**config.mk**
```make
export PLATFORM = sky130hd
export DESIGN_NAME = mem_window_reader_flat
export DESIGN_NICKNAME = d
export VERILOG_FILES = /design/src/rtl/mem_window_reader_pkg.sv /design/src/rtl/mem_window_reader_if.sv /design/src/rtl/mem_window_reader_window_select.sv /design/src/rtl/mem_window_reader.sv /design/src/flat_wrapper.sv
export SDC_FILE = /design/constraint.sdc
export NUM_CORES = 2
export LEC_CHECK = 0
export BUFFER_PORTS_ARGS = -buffer_cell sky130_fd_sc_hd__buf_4
export CAP_MARGIN = 20
export CELL_PAD_IN_SITES_DETAIL_PLACEMENT = 2
export CELL_PAD_IN_SITES_GLOBAL_PLACEMENT = 2
export CORE_AREA = 2 2 434 436
export CTS_CLUSTER_SIZE = 40
export DETAILED_ROUTE_END_ITERATION = 7
export DIE_AREA = 0 0 436 438
export PLACE_DENSITY_LB_ADDON = 0.1
export REMOVE_ABC_BUFFERS = 1
export SYNTH_ARGS = -nofsm -noshare
export SYNTH_HDL_FRONTEND = slang
export SYNTH_HIERARCHICAL = 1
export SYNTH_SLANG_ARGS = --single-unit
```
**constraint.sdc**
```tcl
create_clock -name clk -period 15.1 [get_ports clk]
set_clock_uncertainty 0.15 [all_clocks]
set_input_delay 3.02 -clock clk [delete_from_list [all_inputs] [get_ports clk]]
set_output_delay 3.02 -clock clk [all_outputs]
set_load 0.01 [all_outputs]
```
**src/rtl/mem_window_reader_pkg.sv**
```systemverilog
// Shared types and default sizing for the convolution input-memory window reader.
package mem_window_reader_pkg;

    localparam int DEF_WIDTH   = 16;
    localparam int DEF_SIZE    = 64;
    localparam int DEF_LOGSIZE = 6;
    localparam int DEF_TAPS    = 4;

    typedef enum logic [1:0] {
        IDLE = 2'd0,
        LOAD = 2'd1,
        RUN  = 2'd2,
        FIN  = 2'd3
    } state_e;

    typedef logic signed [DEF_WIDTH-1:0] window_t [DEF_TAPS];

endpackage

```
**src/rtl/mem_window_reader_if.sv**
```systemverilog
// Window stream bus from the reader to the MAC datapath (valid/ready).
interface mem_window_reader_if #(
    parameter int WIDTH   = 16,
    parameter int LOGSIZE = 6,
    parameter int TAPS    = 4
);
    logic signed [WIDTH-1:0] m_window [TAPS];
    logic [LOGSIZE-1:0]      m_index;
    logic                    m_valid;
    logic                    m_ready;
    logic                    m_last;

    modport master (output m_window, m_index, m_valid, m_last, input m_ready);
    modport slave  (input m_window, m_index, m_valid, m_last, output m_ready);
endinterface

```
**src/rtl/mem_window_reader_window_select.sv**
```systemverilog
// Combinational tap selector: picks TAPS consecutive words starting at base.
// With ZERO_PAD_EN defined, taps at or beyond len read as zero.
module window_select #(
    parameter int WIDTH   = 16,
    parameter int SIZE    = 64,
    parameter int LOGSIZE = 6,
    parameter int TAPS    = 4
) (
    input  logic signed [WIDTH-1:0] mem_in [SIZE],
    input  logic [LOGSIZE:0]        base,
`ifdef ZERO_PAD_EN
    input  logic [LOGSIZE:0]        len,
`endif
    output logic signed [WIDTH-1:0] win [TAPS]
);
    localparam logic [LOGSIZE+1:0] SIZE_W = (LOGSIZE+2)'(SIZE);

    logic [LOGSIZE+1:0] pos;

    // Per-tap address and mask; one spare bit keeps base+k from wrapping.
    always_comb begin
        pos = '0;
        for (int k = 0; k < TAPS; k++) begin
            pos    = {1'b0, base} + (LOGSIZE+2)'(k);
            win[k] = '0;
`ifdef ZERO_PAD_EN
            if (pos < SIZE_W && pos < {1'b0, len}) begin
                win[k] = mem_in[pos[LOGSIZE-1:0]];
            end
`else
            if (pos < SIZE_W) begin
                win[k] = mem_in[pos[LOGSIZE-1:0]];
            end
`endif
        end
    end
endmodule

```
**src/rtl/mem_window_reader.sv**
```systemverilog
// Streams sliding TAPS-wide windows of the input memory to the MAC datapath.
// Optional build macro: ZERO_PAD_EN (one window per word, zero-padded tail).
//
//  state | meaning
//  IDLE  | waiting for start; bad len gives a one-cycle err
//  LOAD  | registering the first window
//  RUN   | presenting windows; advances on each accepted non-final window
//  FIN   | one-cycle done, busy already low
module mem_window_reader
    import mem_window_reader_pkg::*;
#(
    parameter int WIDTH   = DEF_WIDTH,
    parameter int SIZE    = DEF_SIZE,
    parameter int LOGSIZE = DEF_LOGSIZE,
    parameter int TAPS    = DEF_TAPS
) (
    input  logic                    clk,
    input  logic                    reset,
    input  logic signed [WIDTH-1:0] mem_in [SIZE],
    input  logic                    start,
    input  logic [LOGSIZE:0]        len,
    output logic                    busy,
    output logic                    err,
    output logic                    done,
    mem_window_reader_if.master     m_if
);
    localparam logic [LOGSIZE:0] SIZE_L = (LOGSIZE+1)'(SIZE);
    localparam logic [LOGSIZE:0] TAPS_L = (LOGSIZE+1)'(TAPS);
`ifdef ZERO_PAD_EN
    localparam logic [LOGSIZE:0] MIN_LEN = (LOGSIZE+1)'(1);
`else
    localparam logic [LOGSIZE:0] MIN_LEN = TAPS_L;
`endif

    state_e                  state_q, state_d;
    logic [LOGSIZE:0]        idx_q, idx_d;
    logic [LOGSIZE:0]        len_q, len_d;
    logic signed [WIDTH-1:0] win_q [TAPS];
    logic signed [WIDTH-1:0] win_d [TAPS];
    logic signed [WIDTH-1:0] sel_win [TAPS];
    logic                    valid_q, valid_d;
    logic                    last_q, last_d;
    logic                    err_q, err_d;
    logic [LOGSIZE:0]        sel_base;
    logic [LOGSIZE:0]        last_idx;
    logic                    advance;

`ifdef ZERO_PAD_EN
    assign last_idx = len_q - (LOGSIZE+1)'(1);
`else
    assign last_idx = len_q - TAPS_L;
`endif

    // The selector looks one window ahead on an accepted non-final beat so the
    // next window lands on the same edge, giving one window per cycle.
    assign advance  = (state_q == RUN) && valid_q && m_if.m_ready && !last_q;
    assign sel_base = advance ? idx_q + (LOGSIZE+1)'(1) : idx_q;

    window_select #(
        .WIDTH(WIDTH), .SIZE(SIZE), .LOGSIZE(LOGSIZE), .TAPS(TAPS)
    ) u_sel (
        .mem_in (mem_in),
        .base   (sel_base),
`ifdef ZERO_PAD_EN
        .len    (len_q),
`endif
        .win    (sel_win)
    );

    // Next-state and datapath load decisions.
    always_comb begin
        state_d = state_q;
        idx_d   = idx_q;
        len_d   = len_q;
        win_d   = win_q;
        valid_d = valid_q;
        last_d  = last_q;
        err_d   = 1'b0;
        unique case (state_q)
            IDLE: begin
                if (start) begin
                    if (len >= MIN_LEN && len <= SIZE_L) begin
                        len_d   = len;
                        idx_d   = '0;
                        state_d = LOAD;
                    end else begin
                        err_d = 1'b1;
                    end
                end
            end
            LOAD: begin
                win_d   = sel_win;
                valid_d = 1'b1;
                last_d  = (sel_base == last_idx);
                state_d = RUN;
            end
            RUN: begin
                if (valid_q && m_if.m_ready) begin
                    if (last_q) begin
                        valid_d = 1'b0;
                        last_d  = 1'b0;
                        state_d = FIN;
                    end else begin
                        idx_d  = sel_base;
                        win_d  = sel_win;
                        last_d = (sel_base == last_idx);
                    end
                end
            end
            FIN: begin
                state_d = IDLE;
            end
            default: state_d = IDLE;
        endcase
    end

    // State and datapath registers; reset aborts any pass in flight.
    always_ff @(posedge clk or negedge reset) begin
        if (!reset) begin
            state_q <= IDLE;
            idx_q   <= '0;
            len_q   <= '0;
            valid_q <= 1'b0;
            last_q  <= 1'b0;
            err_q   <= 1'b0;
            for (int k = 0; k < TAPS; k++) begin
                win_q[k] <= '0;
            end
        end else begin
            state_q <= state_d;
            idx_q   <= idx_d;
            len_q   <= len_d;
            valid_q <= valid_d;
            last_q  <= last_d;
            err_q   <= err_d;
            win_q   <= win_d;
        end
    end

    assign m_if.m_window = win_q;
    assign m_if.m_index  = idx_q[LOGSIZE-1:0];
    assign m_if.m_valid  = valid_q;
    assign m_if.m_last   = last_q;
    assign busy          = (state_q == LOAD) || (state_q == RUN);
    assign done          = (state_q == FIN);
    assign err           = err_q;
endmodule
```
**src/flat_wrapper.sv**
```systemverilog
// flat-port wrapper written by rule: the top's interface ports become plain ports
module mem_window_reader_flat import mem_window_reader_pkg::*;
#(
    parameter int WIDTH   = DEF_WIDTH,
    parameter int SIZE    = DEF_SIZE,
    parameter int LOGSIZE = DEF_LOGSIZE,
    parameter int TAPS    = DEF_TAPS
)
  (clk, reset, mem_in, start, len, busy, err, done, m_if_m_window, m_if_m_index, m_if_m_valid, m_if_m_last, m_if_m_ready);
  mem_window_reader_if #(.WIDTH(WIDTH), .LOGSIZE(LOGSIZE), .TAPS(TAPS)) m_if_i ();
  input  logic clk;
  input  logic reset;
  input  logic signed [WIDTH-1:0] mem_in[SIZE];
  input  logic start;
  input  logic [LOGSIZE:0] len;
  output logic busy;
  output logic err;
  output logic done;
  output wire logic [$bits(m_if_i.m_window)-1:0] m_if_m_window;
  output wire logic [$bits(m_if_i.m_index)-1:0] m_if_m_index;
  output wire logic [$bits(m_if_i.m_valid)-1:0] m_if_m_valid;
  output wire logic [$bits(m_if_i.m_last)-1:0] m_if_m_last;
  input wire logic [$bits(m_if_i.m_ready)-1:0] m_if_m_ready;
  assign m_if_m_window = {>>{m_if_i.m_window}};
  assign m_if_m_index = m_if_i.m_index;
  assign m_if_m_valid = m_if_i.m_valid;
  assign m_if_m_last = m_if_i.m_last;
  assign m_if_i.m_ready = m_if_m_ready;
  mem_window_reader #(.WIDTH(WIDTH), .SIZE(SIZE), .LOGSIZE(LOGSIZE), .TAPS(TAPS)) u_core (.clk(clk), .reset(reset), .mem_in(mem_in), .start(start), .len(len), .busy(busy), .err(err), .done(done), .m_if(m_if_i));
endmodule
```
* After elaboration in Yosys (flattened, before gate mapping)
Index checks and enable logic that the tools add are counted.
Storage, ports and cells: logic and storage cells 93, bits of input ports 1035, register bits 83, output and inout bits 75
Operators by class: $add $sub $neg 5, reductions and logical operators 16, multiplexer cells 39, magnitude comparators 10, eq/ne operators 9, bitwise logic cells 4
Operator list (number):
- binary-select mux 16 bit (select 6 bit) | 4
- 2-to-1 mux 16 bit | 12
- 2-to-1 mux 64 bit | 2
- one-hot mux 64 bit (2 select lines) | 1
- 2-to-1 mux 7 bit | 5
- greater-or-equal comparator 7 bit, second input constant | 4
- inverter 6 -> 7 bit | 4
- < comparator 8 x 7 -> 1 bit, second input constant | 3
- adder 7 x 2 -> 8 bit, second input constant | 2
- one-hot mux 7 bit (2 select lines) | 1
- AND reduction 3 bit | 3
- adder 7 x 1 -> 8 bit, second input constant | 1
- 2-to-1 mux 2 bit | 4
- one-hot mux 2 bit (4 select lines) | 1
- adder 7 x 1 -> 7 bit, second input constant | 1
- == test 7 bit | 1
- greater-or-equal comparator 7 x 3 -> 1 bit, second input constant | 1
- <= comparator 7 bit, second input constant | 1
- < comparator 7 bit, second input constant | 1
- 2-to-1 mux 1 bit | 7
- subtractor 7 x 3 -> 7 bit, second input constant | 1
- != test 2 bit, second input constant | 3
- logical AND 1 bit | 5
- AND reduction 5 bit | 1
- 10 further kinds | 14

* Logic depth before layout (Yosys ltp)
depth in word-level cells 14, mapped depth 24, mapped depth without buffers 14

* By module
Netlist, hierarchy kept.
By module, submodules not included:
- window_select | times used 1, area each 33081.7 um2, cells each 2584, sequential area each 0.0 um2
- mem_window_reader | times used 1, area each 3623.5 um2, cells each 264, sequential area each 2077.0 um2

* Worst setup path before layout
OpenSTA, ideal clock, no wires.
path type input port to flip-flop, start point input port m_if_m_ready, end point register u_core.win_q (netlist bit u_core/m_if.m_window[32]), path buffers 8, stages 18, setup time 125 ps, data required time 14825 ps, arrival 7291 ps, setup slack 7534 ps, cell sequence and4b_1 -> buf_6 -> mux2i_1 -> inv_1 -> buf_2 -> buf_2 -> buf_2 -> buf_2 -> buf_1 -> inv_1 -> ha_1 -> buf_4 -> clkbuf_1 -> mux4_2 -> mux4_2 -> a32oi_1 -> a31oi_1 -> mux2_2
RTL lines:
- start: declaration | line flat_wrapper.sv:23 | input wire logic [$bits(m_if_i.m_ready)-1:0] m_if_m_ready;
- end signal: assignment | line mem_window_reader.sv:136 | win_q <= win_d;
- end: declaration | line mem_window_reader.sv:38 | logic signed [WIDTH-1:0] win_q [TAPS];

==> results.md <==
| Group | Item | Reported |
| --- | --- | --- |
| outcome | Run status | finished, final reports clean |
| worst setup path | Crit path launch type | primary input |
| global route | Number of antenna violations at the first check in global routing | 108 |
| worst hold path | Worst Hold Launch | u_core/m_if.m_window[28] |
| yosys | Top cell type by total area after synthesis | sky130_fd_sc_hd__mux4_2 |
| worst setup path | Top fanout value on the critical path | 56 |
| routing | Number of design-rule violations left by the first detailed-router iteration | 3155 |
| flow run | Max capacitance violation total | 0 |
| yosys | Most used DFF post-synth | sky130_fd_sc_hd__dfrtp_1 |
| yosys | Fraction of synthesized area in multiplexers | 72.9% |
| global route | Wire length of the first global-routing pass | 367 mm |
| routing | Remaining DRCs | 0 |
| clocking | Cell at the root of the clock tree | sky130_fd_sc_hd__clkbuf_16 |
| yosys | Post-synthesis simple-gate area fraction | 8.38% |
| worst setup path | Timing startpoint of the critical path | m_if_m_ready |
| yosys | Syn Area/Cell | 12.9 um2 |
| clocking | Later-pin clock latency in the skew report | 0.45 ns |
| worst setup path | Gate family responsible for the most delay along the worst path | buffers and inverters |
| clocking | Total setup buffers inserted after CTS | 0 |
| yosys | Number of flip-flops and latches in the synthesized netlist | 83 |
| yosys | Number of synthesized flops with an enable pin | 0 |
| worst setup path | Dominant cell type by count on the critical path | sky130_fd_sc_hd__buf_4 |
| worst setup path | Category of the worst setup path capture point | register |
| global route | Via count of the first global-routing pass | 39978 |
| placement | Detailed Place HPWL | 207 mm |
| finish | Fill cell instance count of the final layout | 20560 |
| clocking | Register clock-pin slew on the reported worst setup and hold paths | 0.10 ns |
| sta | Share of the clock period used by the worst path | 59.3% |
| clocking | Worst-case clock buffer depth | 2 |
| floorplanning | Die ar. | 191000 um2 |
| clocking | Hold-fix buffers, CTS | 0 |
| floorplanning | Placeable core region | 187000 um2 |
| worst setup path | Count of buffer and inverter cells on the critical path | 5 |
| yosys | Fraction of the mapped netlist area in compound gates | 6.24% |
| yosys | Largest family of logic cells by synthesized area | multiplexers |
| sta | Number of hold violations in the final report | 0 |
| routing | Routed wire per std cell | 43.2 um |
| worst setup path | Critical path's largest stage delay | 0.93 ns |
| worst setup path | Critical Path Slowest Stage Cell | sky130_fd_sc_hd__buf_4 |
| sta | Max_slew headroom | 22.4% |
| sta | Final-layout worst hold slack | 0.369 ns |
| placement | Cell Count Post-Placement | 6175 |
| clocking | TritonCTS clock tree | done |
| finish | Total Nets Final | 4739 |
| floorplanning | Num ports | 1110 |
| global route | Largest net degree at the start of global routing | 121 |
| routing | Remaining antenna violation count | 0 |
| routing | Via total after detailed routing | 37111 |
| clocking | CTS buffer count | 9 |
| routing | Final Routed Wirelength | 271 mm |
| worst setup path | FF-to-FF Start | u_core/state_q[0] |
| global route | Grt ovf | 0 |
| sta | Count of pins over their slew limit | 0 |
| floorplanning | Initial core utilization | 19.7% |
| finish | Post-synthesis to final-layout area growth | 30.6% |
| yosys | Top cells by area in the synthesized netlist | sky130_fd_sc_hd__mux4_2, sky130_fd_sc_hd__dfrtp_1, sky130_fd_sc_hd__nand2_1, sky130_fd_sc_hd__mux2i_1, sky130_fd_sc_hd__mux2_2 |
| global route | Total global-route track usage | 27.6% |
| sta | Minimum clock period after layout | 8.95 ns |
| yosys | Post-Synthesis Cells | 2848 |
| yosys | Netlist area before placement | 36700 um2 |
| placement | GP Congestion | 0.847 |
| power and ir drop | Leakage power of the design | 16.9 nW |
| sta | Setup repair after global routing missed its margin | false |
| yosys | Post-synth cell types | 65 |
| worst setup path | Start-to-end type of the worst setup path | primary input to register |
| floorplanning | Die H | 438 um |
| power and ir drop | Maximum VDD drop | 0.393 mV |
| worst hold path | Type of the worst min-delay path | register to register |
| sta | Slew at the pin closest to its max-slew limit | 1.16 ns |
| worst setup path | WP data arrival | 9.15 ns |
| power and ir drop | Pwr Density | 331 nW/um2 |
| finish | Number of standard cells in the final layout excluding fillers | 6273 |
| clocking | Htree depth | 3 |
| floorplanning | Die span in x | 436 um |
| yosys | XOR/XNOR share of the synthesized area | 0.948% |
| yosys | Fraction of the mapped netlist area in adder cells | 0.341% |
| routing | Iteration count of the initial detailed-routing pass | 5 |
| floorplanning | Site row count | 159 |
| yosys | Number of warnings printed during yosys synthesis | 6 |
| sta | Number of setup violations in the final report | 0 |
| yosys | Post-synth ARST share | 100% |
| worst setup path | Data required, critical path | 15.30 ns |
| clocking | Total of cells resized after clock tree synthesis | 0 |
| worst setup path | Ordered list of cells on the worst path | buf_4, and4b_1, xor2_4, buf_4, buf_4, buf_4, buf_4, mux4_2, mux4_2, mux2i_1, a221oi_1, mux2_2 |
| yosys | Share of Yosys cell area claimed by the top area cell type | 66.6% |
| finish | Share of layout cells above drive strength 1 | 66.2% |
| clocking | Clk sinks | 83 |
| yosys | Share of synthesized area occupied by flip-flops and latches | 5.66% |
| routing | Via density per instance | 5.92 |
| placement | Count of input and output buffers | 1109 |
| sta | Maximum achievable frequency | 112 MHz |
[flip-flops by register name (all words and copies together) (netlist names)]
signal                flops
u_core/len_q              7
u_core/m_if.m_valid       1
u_core/m_if.m_window     64
u_core/state_q            2
u_core/err                1
u_core/idx_q              7
u_core/m_if.m_last        1
[path summary, 6_finish.rpt]
check                      depth (start not counted)                       end  slack [ns]
hold / removal                                     1  u_core/m_if.m_window[28]        0.37
hold reg to reg                                    1  u_core/m_if.m_window[28]        0.37
setup reg to reg                                  13  u_core/m_if.m_window[49]        7.95
min in group asynchronous                          1           u_core/idx_q[5]        2.38
max in group asynchronous                          2           u_core/len_q[1]       10.91
setup / recovery                                  12  u_core/m_if.m_window[49]        6.15
[power breakdown]
part / switching (mW) / leakage, nW / internal (mW)
registers: 0.116 / 0.986 / 0.341
clock network: 0.161 / 0.130 / 0.114
logic: 8.09 / 15.8 / 7.05
[cells in the final DEF (no fill, tap or decap), drive strengths merged, types with 11 or more instances in the layout]
cell,netlist,layout
dfrtp,83,83
a41oi,12,12
a221oi,24,24
nor2,36,36
nand4,41,41
nor3,14,14
buf,247,1200
a32oi,38,38
nor4,11,11
a31oi,30,30
xnor2,20,20
nand2,445,445
a22oi,32,32
mux2,85,85
a21oi,66,66
or3,14,14
mux2i,134,134
inv,18,18
xor2,12,12
nand3,116,116
a22o,16,16
mux4,1086,1086
diode,0,79
o21ai,36,36
o22ai,38,38
[cell families after synthesis]
group	count (synthesis)
buffers and inverters	384
muxes	1305
DFF	83
xor gates and xnor gates	32
adders and majority gates	10
and+or+nand+nor	704
AOI/OAI and AO/OA	330
[final cells by class]
cell class	instances	area (um2)	share of cell area [%]
diodes	79	198	0.412
clock buffers	10	229	0.478
clock inverters	6	50.0	0.104
inverters	19	95.1	0.198
multi-input cells	2381	33000	68.8
flip-flops and latches	83	2080	4.33
well taps	2495	3120	6.51
repair buffers	1200	9180	19.1
[cells in the mapped netlist (2+ instances only)]
cell type	count
sky130_fd_sc_hd__a31oi_1	30
sky130_fd_sc_hd__a311oi_1	2
sky130_fd_sc_hd__or3_1	14
sky130_fd_sc_hd__a41oi_1	12
sky130_fd_sc_hd__a21o_1	6
sky130_fd_sc_hd__nor3_1	14
sky130_fd_sc_hd__clkbuf_1	118
sky130_fd_sc_hd__and3_1	6
sky130_fd_sc_hd__nand2_1	444
sky130_fd_sc_hd__xor2_1	10
sky130_fd_sc_hd__nor2_1	36
sky130_fd_sc_hd__dfrtp_1	83
sky130_fd_sc_hd__nand4_1	41
sky130_fd_sc_hd__o21ai_1	5
sky130_fd_sc_hd__a21oi_1	65
sky130_fd_sc_hd__a32oi_1	38
sky130_fd_sc_hd__xnor2_2	7
sky130_fd_sc_hd__nand3_1	116
sky130_fd_sc_hd__inv_1	16
sky130_fd_sc_hd__a211oi_1	6
sky130_fd_sc_hd__ha_1	10
sky130_fd_sc_hd__mux2_2	85
sky130_fd_sc_hd__buf_6	19
sky130_fd_sc_hd__o211ai_1	2
sky130_fd_sc_hd__o221ai_1	7
sky130_fd_sc_hd__nor4_1	11
sky130_fd_sc_hd__o22ai_1	38
sky130_fd_sc_hd__mux4_2	1086
sky130_fd_sc_hd__xnor2_1	13
sky130_fd_sc_hd__o21ai_0	31
sky130_fd_sc_hd__a2bb2oi_1	2
sky130_fd_sc_hd__buf_2	134
sky130_fd_sc_hd__xor2_2	2
sky130_fd_sc_hd__o32ai_1	2
sky130_fd_sc_hd__a22oi_1	32
sky130_fd_sc_hd__a221oi_1	24
sky130_fd_sc_hd__and4_1	4
sky130_fd_sc_hd__mux2i_1	134
sky130_fd_sc_hd__nor2b_1	7
sky130_fd_sc_hd__a22o_1	16
sky130_fd_sc_hd__buf_4	75
sky130_fd_sc_hd__buf_1	19
sky130_fd_sc_hd__inv_2	2
sky130_fd_sc_hd__a32o_1	3
[worst reg2reg max path, stage by stage (launching register included)]
cell and delay, ns:
sky130_fd_sc_hd__dfrtp_1 0.43, sky130_fd_sc_hd__inv_1 0.10, sky130_fd_sc_hd__ha_1 0.30, sky130_fd_sc_hd__and4b_1 0.59, sky130_fd_sc_hd__xor2_4 0.26, sky130_fd_sc_hd__buf_4 0.58, sky130_fd_sc_hd__buf_4 0.85, sky130_fd_sc_hd__buf_4 1.00
sky130_fd_sc_hd__buf_4 0.89, sky130_fd_sc_hd__mux4_2 0.67, sky130_fd_sc_hd__mux4_2 0.47, sky130_fd_sc_hd__mux2i_1 0.35, sky130_fd_sc_hd__a221oi_1 0.13, sky130_fd_sc_hd__mux2_2 0.30
[routing by layer]
metal  share of wire [%]  vias up  global-route usage [%]  wire length [um]
li1                    -    14383                       -                 -
met1                  39    20718                    33.5            105000
met2                  52     1682                    48.4            142000
met3                 4.8      308                    3.46             13100
met4                 4.0       20                    13.1             10900
met5               0.044        -                       0               119
[stage by stage]
| stage | setup slack, ns | area [um2] | power, mW | utilization (%) | setup TNS (ns) |
|---|---|---|---|---|---|
| after floorplan | -101.37 | 34700 | 10.5 | - | -4923.09 |
| after global placement | 5.65 | 47400 | 15.6 | 25.4 | 0 |
| after detailed placement | 5.58 | 47400 | 15.7 | 25.4 | 0 |
| after CTS | 6.08 | 47700 | 16.0 | 25.6 | 0 |
| after global routing | 5.69 | 47900 | 16.8 | 25.7 | 0 |
| final | 6.15 | 47900 | 15.9 | 25.7 | 0 |
No activity file was read; power rests on OpenSTA's default activity.
